`config.mk`:
```
export PLATFORM = sky130hd
export DESIGN_NAME = muldiv_ctrl
export DESIGN_NICKNAME = d
export VERILOG_FILES = /design/src/rtl/muldiv_ctrl.sv
export SDC_FILE = /design/constraint.sdc
export NUM_CORES = 1
export LEC_CHECK = 0
export CAP_MARGIN = 20
export CELL_PAD_IN_SITES_DETAIL_PLACEMENT = 0
export CELL_PAD_IN_SITES_GLOBAL_PLACEMENT = 1
export CORE_MARGIN = 2
export CORE_UTILIZATION = 40
export DETAILED_ROUTE_END_ITERATION = 8
export GPL_TIMING_DRIVEN = 0
export PLACE_DENSITY = 0.86
export SYNTH_ARGS = -nofsm -noshare
export SYNTH_HDL_FRONTEND = slang
export SYNTH_SLANG_ARGS = --single-unit
```
`constraint.sdc`:
```
create_clock -name clk -period 3.2 [get_ports clk]
set_input_delay 0.48 -clock clk [delete_from_list [all_inputs] [get_ports clk]]
set_output_delay 0.48 -clock clk [all_outputs]
set_load 0.005 [all_outputs]
```
`src/rtl/muldiv_ctrl.sv`:
```
// Iterative multiply/divide sequencer for the HI/LO unit.
// Runs MULT/MULTU as shift-add and DIV/DIVU as restoring divide on operand
// magnitudes, one bit per cycle, then fixes signs and writes HI/LO.
//
// state  | meaning
// S_IDLE | waiting for start; latches magnitudes and result signs
// S_RUN  | WIDTH iterations, one bit per cycle
// S_FIX  | sign correction; HI/LO and done written on the way out
// S_DONE | done pulse visible, busy low; back to idle
module muldiv_ctrl #(
  parameter int WIDTH = 32
) (
  input  logic             clk,
  input  logic             reset,
  input  logic             start,
  input  logic [1:0]       op,
  input  logic [WIDTH-1:0] a,
  input  logic [WIDTH-1:0] b,
  output logic             busy,
  output logic             done,
  output logic             div_by_zero,
  output logic [WIDTH-1:0] hi,
  output logic [WIDTH-1:0] lo
);

  localparam int CW = (WIDTH > 1) ? $clog2(WIDTH) : 1;
  localparam logic [CW-1:0] CNT_LAST = CW'(WIDTH - 1);

  typedef enum logic [1:0] {S_IDLE, S_RUN, S_FIX, S_DONE} state_t;

  state_t           state_q;
  logic [CW-1:0]    cnt_q;
  logic             is_div_q;
  logic             neg_res_q;
  logic             neg_rem_q;
  logic [WIDTH-1:0] opnd_q;   // multiplicand or divisor magnitude
  logic [WIDTH-1:0] upper_q;  // accumulator or partial remainder
  logic [WIDTH-1:0] lower_q;  // multiplier or quotient
  logic [WIDTH-1:0] hi_q;
  logic [WIDTH-1:0] lo_q;
  logic             busy_q;
  logic             done_q;
  logic             dbz_q;

  // Start-cycle operand decode: op[1] selects divide, op[0]=0 means signed.
  logic             is_div_in;
  logic             a_neg_d;
  logic             b_neg_d;
  logic [WIDTH-1:0] a_mag_d;
  logic [WIDTH-1:0] b_mag_d;

  assign is_div_in = op[1];
  assign a_neg_d   = ~op[0] & a[WIDTH-1];
  assign b_neg_d   = ~op[0] & b[WIDTH-1];
  // |-2^(W-1)| comes out as 2^(W-1) read unsigned, which is what the loop needs.
  assign a_mag_d   = a_neg_d ? (~a + 1'b1) : a;
  assign b_mag_d   = b_neg_d ? (~b + 1'b1) : b;

  // Multiply step: WIDTH+1-bit sum keeps the carry that shifts into acc MSB.
  logic [WIDTH:0] mul_sum_d;
  assign mul_sum_d = {1'b0, upper_q} + (lower_q[0] ? {1'b0, opnd_q} : '0);

  // Divide step: shifted remainder is WIDTH+1 bits; when it is >= divisor the
  // difference is below the divisor, so a WIDTH-bit subtract is exact.
  logic [WIDTH:0]   div_shift_d;
  logic             div_ge_d;
  logic [WIDTH-1:0] div_diff_d;
  assign div_shift_d = {upper_q, lower_q[WIDTH-1]};
  assign div_ge_d    = div_shift_d >= {1'b0, opnd_q};
  assign div_diff_d  = div_shift_d[WIDTH-1:0] - opnd_q;

  // Sign correction applied in FIX.
  logic [2*WIDTH-1:0] prod_d;
  logic [2*WIDTH-1:0] prod_fix_d;
  logic [WIDTH-1:0]   quo_fix_d;
  logic [WIDTH-1:0]   rem_fix_d;
  assign prod_d     = {upper_q, lower_q};
  assign prod_fix_d = neg_res_q ? (~prod_d + 1'b1) : prod_d;
  assign quo_fix_d  = neg_res_q ? (~lower_q + 1'b1) : lower_q;
  assign rem_fix_d  = neg_rem_q ? (~upper_q + 1'b1) : upper_q;

  // Sequencer, datapath registers and registered outputs.
  always_ff @(posedge clk or negedge reset) begin
    if (!reset) begin
      state_q   <= S_IDLE;
      cnt_q     <= '0;
      is_div_q  <= 1'b0;
      neg_res_q <= 1'b0;
      neg_rem_q <= 1'b0;
      opnd_q    <= '0;
      upper_q   <= '0;
      lower_q   <= '0;
      hi_q      <= '0;
      lo_q      <= '0;
      busy_q    <= 1'b0;
      done_q    <= 1'b0;
      dbz_q     <= 1'b0;
    end else begin
      case (state_q)
        S_IDLE: begin
          done_q <= 1'b0;
          if (start) begin
            if (is_div_in && (b == '0)) begin
              hi_q    <= a;
              lo_q    <= '1;
              dbz_q   <= 1'b1;
              done_q  <= 1'b1;
              state_q <= S_DONE;
            end else begin
              is_div_q  <= is_div_in;
              neg_res_q <= a_neg_d ^ b_neg_d;
              neg_rem_q <= a_neg_d;
              upper_q   <= '0;
              cnt_q     <= '0;
              busy_q    <= 1'b1;
              state_q   <= S_RUN;
              if (is_div_in) begin
                opnd_q  <= b_mag_d;
                lower_q <= a_mag_d;
              end else begin
                opnd_q  <= a_mag_d;
                lower_q <= b_mag_d;
              end
            end
          end
        end
        S_RUN: begin
          if (is_div_q) begin
            if (div_ge_d) begin
              upper_q <= div_diff_d;
              lower_q <= {lower_q[WIDTH-2:0], 1'b1};
            end else begin
              upper_q <= div_shift_d[WIDTH-1:0];
              lower_q <= {lower_q[WIDTH-2:0], 1'b0};
            end
          end else begin
            upper_q <= mul_sum_d[WIDTH:1];
            lower_q <= {mul_sum_d[0], lower_q[WIDTH-1:1]};
          end
          cnt_q <= cnt_q + 1'b1;
          if (cnt_q == CNT_LAST) begin
            state_q <= S_FIX;
          end
        end
        S_FIX: begin
          if (is_div_q) begin
            hi_q <= rem_fix_d;
            lo_q <= quo_fix_d;
          end else begin
            hi_q <= prod_fix_d[2*WIDTH-1:WIDTH];
            lo_q <= prod_fix_d[WIDTH-1:0];
          end
          dbz_q   <= 1'b0;
          done_q  <= 1'b1;
          busy_q  <= 1'b0;
          state_q <= S_DONE;
        end
        S_DONE: begin
          done_q  <= 1'b0;
          state_q <= S_IDLE;
        end
        default: begin
          state_q <= S_IDLE;
        end
      endcase
    end
  end

  assign busy        = busy_q;
  assign done        = done_q;
  assign div_by_zero = dbz_q;
  assign hi          = hi_q;
  assign lo          = lo_q;

endmodule

```
======== After elaboration in Yosys (flattened, before gate mapping) ========
Cells that the tools add are included.
word-level totals
  word-level logic and storage cells ...... 93
  flip-flop bits (word level) ............. 173
  output and inout port bits .............. 67
cells by class
  bitwise gates (word level) .............. 10
  eq/ne operators ......................... 8
  magnitude comparators ................... 1
  add/sub/neg operators ................... 8
  muxes and demuxes ....................... 42
  reductions and logical operators ........ 11
operator list
  kind                   count
  $mux 32                20
  $pmux 32 s2            4
  $add 32x1->32 const B  4
  $not 32->32            4
  $add 64x1->64 const B  1
  $mux 64                1
  $not 64->64            1
  $add 32x32->33         1
  $ge 33x32->1           1
  $logic_not 32->1       1
  $sub 32x32->32         1
  $reduce_and 3->1       4
  $mux 5                 2
  $pmux 5 s2             1
  $ne 2x2->1 const B     4
  $pmux 2 s4             1
  $mux 1                 7
  $mux 2                 3
  $add 5x1->5 const B    1
  $eq 5x5->1 const B     1
  $eq 2x2->1 const B     2
  $pmux 1 s2             2
  $reduce_bool 2->1      2
  $pmux 1 s3             1
  other kinds (8)        10

======== Longest topological paths before layout ========
Gate-level depths: netlist of the first run.
  depth after elaboration ................. 7
  gate-level depth with buffers ........... 14
  depth with buffers taken out ............ 13

======== Worst setup path before layout of the first run ========
Ideal clock, no wire load.
  path kind ............................... register to register
  start ................................... register lower_q[0]
  end ..................................... register upper_q[29]
  path buffers ............................ 1
  library setup time ...................... 0.069 ns
  cell stages (with the launch flop) ...... 14
  period minus slack after synthesis ...... 3.183 ns
  path slack .............................. 0.017 ns
  arrival time ............................ 3.114 ns
  cells stage by stage .................... dfrtp_1 > inv_1 > buf_1 > nor2_1 > ha_1 > a2111oi_0 > o21ai_0 > a41o_1 > a31o_2 > a221oi_1 > o21ai_0 > nor4b_1 > a21oi_1 > nand3_1
between the ends
  word-level cells in the longest chain between the ends .. 4
ends and longest elaborated chain
  element                 line  text
  from (decl)             38    logic [WIDTH-1:0] lower_q;
  from (signal assigned)  119   lower_q <= a_mag_d;
  from (signal assigned)  122   lower_q <= b_mag_d;
  from (signal assigned)  131   lower_q <= {lower_q[WIDTH-2:0], 1'b1};
  $mux 32                 61    assign mul_sum_d = {1'b0, upper_q} + (lower_q[0] ? {1'b0, opnd_q} : '0);
  $add 32x32->33          61
  $mux 32                 128   if (is_div_q) begin
  $pmux 32 s2             99    case (state_q)
  to (signal assigned)    130   upper_q <= div_diff_d;
  to (signal assigned)    133   upper_q <= div_shift_d[WIDTH-1:0];
  to (signal assigned)    137   upper_q <= mul_sum_d[WIDTH:1];
  to (decl)               37    logic [WIDTH-1:0] upper_q;
Every way passes these cells.
A chain may end at the register's enable or synchronous reset.

======== Worst setup path after layout of the first run ========
  start ................................... input a[16]
  end ..................................... register lower_q[29]
between the ends
  word-level cells in the longest chain between the ends .. 7
ends and longest elaborated chain
  element        line  text
  from (decl)    17    input logic [WIDTH-1:0] a,
  $not 32->32    56    assign a_mag_d = a_neg_d ? (~a + 1'b1) : a;
  $add 32x1->32  56
  $mux 32        56
  $mux 32        117   if (is_div_in) begin
  $mux 32        103   if (is_div_in && (b == '0)) begin
  $mux 32        102   if (start) begin
  $pmux 32 s2    99
Every way passes these cells. The select of a mux whose other input is x is not followed.

==> impl_metrics.csv, run 1 <==
group,metric,value,unit
run_status,run_status,"complete, but fails checks",
run_status,violations,"negative hold slack, negative setup slack",
critical_path,path_buf_inv,1,
sta,hold_violations,17,
critical_path,crit_start,"a[16]",
power,sw_frac_of_total,51.0,%
yosys,synth_edf_count,0,
placement,dp_cells,2488,
floorplanning,rows,70,
power,leakage,7.96,nW
global_routing,grt_antenna_before_repair,1,
sta,skew,11.3,ps
power,peakVddDrop,415,µV
yosys,ys_types,82,
yosys,async_reset_ff_share,100,%
power,comb_power_share,71.4,%
clocking,cts_buffers,17,
yosys,synth_seq_area_share,29.1,%
yosys,synth.area.top_cells,"dfrtp_1 (29%), a21oi_1 (6.3%), ha_1 (6.3%)",
sta,setup_viol,1,
power,p_per_area,1210,mW/mm²
critical_path,cp.required,3520,ps
clocking,cts.sinks,173,
critical_path,worstSetupPathType,"primary input to flip-flop",
floorplanning,dieHeight,197,µm
power,power_frac_clock,9.1,%
sta,fmax,312,MHz
flow_run,drv_cap,0,
global_routing,grt_pass1_vias,15400,
clocking,cts_tree,"yes",
sta,tightest_slew,928,ps
sta,fin_crit_sh,100,%
critical_path,r2r_cells,10,
cells_and_area,drive_gt1_share,17.1,%
placement,place_hpwl,50.0,mm
sta,whs,-35.9,ps
route,first_iter_violations,1694,
placement,gp_congestion,1.01,
power,p_seq_share,19.5,%
placement,place_area,0.0168,mm²
cells_and_area,syn_to_final_growth,29.6,%
clocking,insertion_delay,460,ps
critical_path,slowest_stage,"clkdlybuf4s50_1",
yosys,netlist_area,0.0149,mm²
route,vias,16200,
critical_path,rr_endpoint,"hi[7]$_DFFE_PN0P_",
sta,slew_headroom,38.1,%
clocking,clockBufferDepth,2,
yosys,yosys.area.top_type,"dfrtp_1",
clocking,cts-htree-levels,4,
critical_path,crit_family,"simple AND/OR/NAND/NOR gates",
global_routing,grt_start_max_net_pins,103,
route,wirelength,66.7,mm
sta,post-route-min-period,3200,ps
cells_and_area,final_cell_area,0.0193,mm²
critical_path,worstPathMaxFanout,4,
global_routing,gr-total-overflow,0,
yosys,yosysWarningCount,0,
route,postRouteAntennaNets,0,
critical_path,cpPeakStageDelay,520,ps
cells_and_area,fin_nets,2260,
floorplanning,die_w,197,µm
critical_path,r2r_slack,10,ps
route,drc,0,
power,p_int,11.4,mW
route,dr.pass1.iters,5,
critical_path,setup.worst_path.end_class,"flip-flop",
power,power_switching,11.9,mW
yosys,yosys_most_used_dff,"dfrtp_1",
yosys,yosys.area.top_type_share,29.1,%
clocking,root_buffer,"clkbuf_16",
sta,setup_ws,-2.15,ps
floorplanning,initial_core_util,40.7,%
critical_path,endpoint,"lower_q[29]$_DFFE_PN0P_",
cells_and_area,diodes,0,
critical_path,crit_path_cell_trace,"clkdlybuf4s50_1 -> or3_4 -> or4_1 -> or3_4 -> nor3_2 -> a21oi_1 -> xnor2_2 -> a21oi_1 -> o21ai_1 -> nand3_1",
yosys,synth_area_per_cell,7.89,µm²
placement,place_ws,-1420,ps
route,wl_per_cell,25.7,µm
critical_path,worst_setup_path_start_kind,"primary input",
global_routing,grt_pass1_wl,97.2,mm
floorplanning,core,0.0366,mm²
sta,slew_viol_final,0,
cells_and_area,instances_no_fill,2594,
floorplanning,die-area,0.0388,mm²
clocking,ctsHoldBuffers,0,
placement,portBuffers,132,
yosys,ys_ff_latch,173,
hold_path,hold_path.class,"primary input to asynchronous set/reset pin",
yosys,synthCells,1887,
clocking,clkSlewWorstSetupHoldPaths,70,ps
floorplanning,ios,136,
critical_path,crit_cells,10,
sta,rsz0062_at_grt,"true",
global_routing,grtUsageTotal,33.6,%
critical_path,worstPathArrival,3530,ps
critical_path,rr_startpoint,"lower_q[4]$_DFFE_PN0P_",
yosys,synth_nets,2033,
sta,tns,-2.15,ps
route,viasPerCell,6.25,
==> sequential cells by signal, summed over array words and instances (netlist names), 2 cells and up <==
name	flops
lower_q	32
upper_q	32
lo	32
cnt_q	5
hi	32
opnd_q	32
state_q	2
==> what timing repair did <==
| action | CTS | global route |
|---|---|---|
| pin swaps | 38 | 58 |
| gates cloned | 0 | 2 |
| endpoints found under the setup margin | 166 | 127 |
| buffers inserted | 66 | 25 |
| gates resized for setup | 177 | 139 |
==> cell usage in the layout, fill, tap and decap left out, types with 10 or more instances in the layout <==
| cell | count |
|---|---|
| nand4_1 | 14 |
| nor4_1 | 10 |
| o21ai_1 | 23 |
| nor2_1 | 195 |
| a21oi_1 | 175 |
| a21oi_2 | 10 |
| clkbuf_1 | 68 |
| nand2_1 | 141 |
| xnor2_1 | 94 |
| a31oi_1 | 35 |
| mux2i_1 | 50 |
| xor2_1 | 62 |
| dfrtp_1 | 148 |
| a22oi_1 | 15 |
| clkbuf_16 | 19 |
| o22a_1 | 14 |
| nand3_1 | 29 |
| mux2_2 | 16 |
| dfrtp_2 | 25 |
| o21ai_0 | 155 |
| a211oi_1 | 31 |
| nand2b_1 | 13 |
| ha_4 | 15 |
| ha_1 | 47 |
| buf_4 | 92 |
| o31ai_1 | 16 |
| nor2b_1 | 10 |
| a21o_1 | 35 |
| o21a_1 | 12 |
| ha_2 | 13 |
| clkdlybuf4s50_1 | 126 |
| inv_1 | 66 |
| nor3_1 | 35 |
| and3_1 | 30 |
==> final cells by class <==
class / count / area [µm²]
Timing Repair Buffer: 224 / 2110
Sequential cell: 173 / 4360
Multi-Input combinational cell: 1525 / 10800
Inverter: 71 / 273
Clock inverter: 11 / 111
Clock buffer: 20 / 457
Buffer: 102 / 546
Tap cell: 468 / 586
Fill cell: 3471 / 17300
==> through the flow <==
stage / power [mW] / utilization, %
CTS: 21.7 / 50.7
finish: 23.3 / 52.7
global route: 24.7 / 52.7
global placement: 17.8 / 45.9
floorplan: 13.1 / -
detailed placement: 18.0 / 46.0
==> worst min-delay path by stage <==
stage | end | startpoint
final | lo[16]$_DFFE_PN0P_ | reset
after global routing | lo[5]$_DFFE_PN0P_ | reset
after CTS | lo[9]$_DFFE_PN0P_ | reset
after detailed placement | opnd_q[29]$_DFFE_PN0P_ | opnd_q[29]$_DFFE_PN0P_
after global placement | opnd_q[29]$_DFFE_PN0P_ | opnd_q[29]$_DFFE_PN0P_
after floorplan | busy$_DFFE_PN0P_ | reset
==> cell families (layout without fill, tap and decap cells) <==
kind of cell,Yosys count,in the layout,synth area share (%)
xor gates and xnor gates,170,170,10.0
buffers and inverters,189,428,5.04
DFF,173,173,29.1
AOI/OAI and AO/OA,637,637,26.5
adders and majority gates,77,77,6.57
and+or+nand+nor,575,575,18.2
muxes,66,66,4.57
==> layer usage <==
layer  GRT usage, %  part of all wire, %
met1           46.2                   42
met4           14.5                  4.5
met3           5.32                  9.2
met5              0                0.012
met2           52.4                   45
==> synth_stat cells, types with 5 or more instances <==
| master | number |
|---|---|
| mux2i_1 | 50 |
| a211oi_1 | 36 |
| ha_1 | 75 |
| a21o_1 | 35 |
| a21oi_1 | 188 |
| a221o_1 | 5 |
| o31ai_1 | 19 |
| nand4_1 | 14 |
| inv_1 | 70 |
| and3_1 | 32 |
| o41ai_1 | 10 |
| buf_1 | 7 |
| and2_1 | 6 |
| nand3_1 | 30 |
| xnor2_1 | 102 |
| nor2_1 | 204 |
| nand2_1 | 146 |
| a22o_1 | 6 |
| or3_1 | 14 |
| a22oi_1 | 15 |
| o21a_1 | 12 |
| dfrtp_1 | 173 |
| nor2b_1 | 12 |
| o211ai_1 | 9 |
| nand2b_1 | 13 |
| mux2_2 | 16 |
| o21bai_1 | 7 |
| buf_2 | 14 |
| o21ai_0 | 182 |
| o21ai_1 | 9 |
| o22a_1 | 14 |
| or4_1 | 13 |
| clkbuf_1 | 93 |
| nor4_1 | 16 |
| xor2_1 | 68 |
| nor3_1 | 42 |
| a31oi_1 | 37 |
==> power groups by stage <==
stage	combinational (mW)	clock (mW)	sequential, mW
detailed placement	13.5	0	4.46
global placement	13.3	0	4.43
CTS	15.1	2.11	4.45
finish	16.6	2.12	4.54
global route	17.8	2.21	4.62
floorplan	9.16	0	3.97
Note: power is estimated with default switching activity, not from simulation.
==> run 2: changes to the inputs <==
--- a/config.mk
+++ b/config.mk
@@ -10,6 +10,7 @@
 export CELL_PAD_IN_SITES_GLOBAL_PLACEMENT = 1
 export CORE_MARGIN = 2
 export CORE_UTILIZATION = 40
+export CTS_CLUSTER_DIAMETER = 80
 export DETAILED_ROUTE_END_ITERATION = 8
 export GPL_TIMING_DRIVEN = 0
 export PLACE_DENSITY = 0.86
==> results of run 2 <==
Final layout, timing and power as in run 1 (identical DEF).
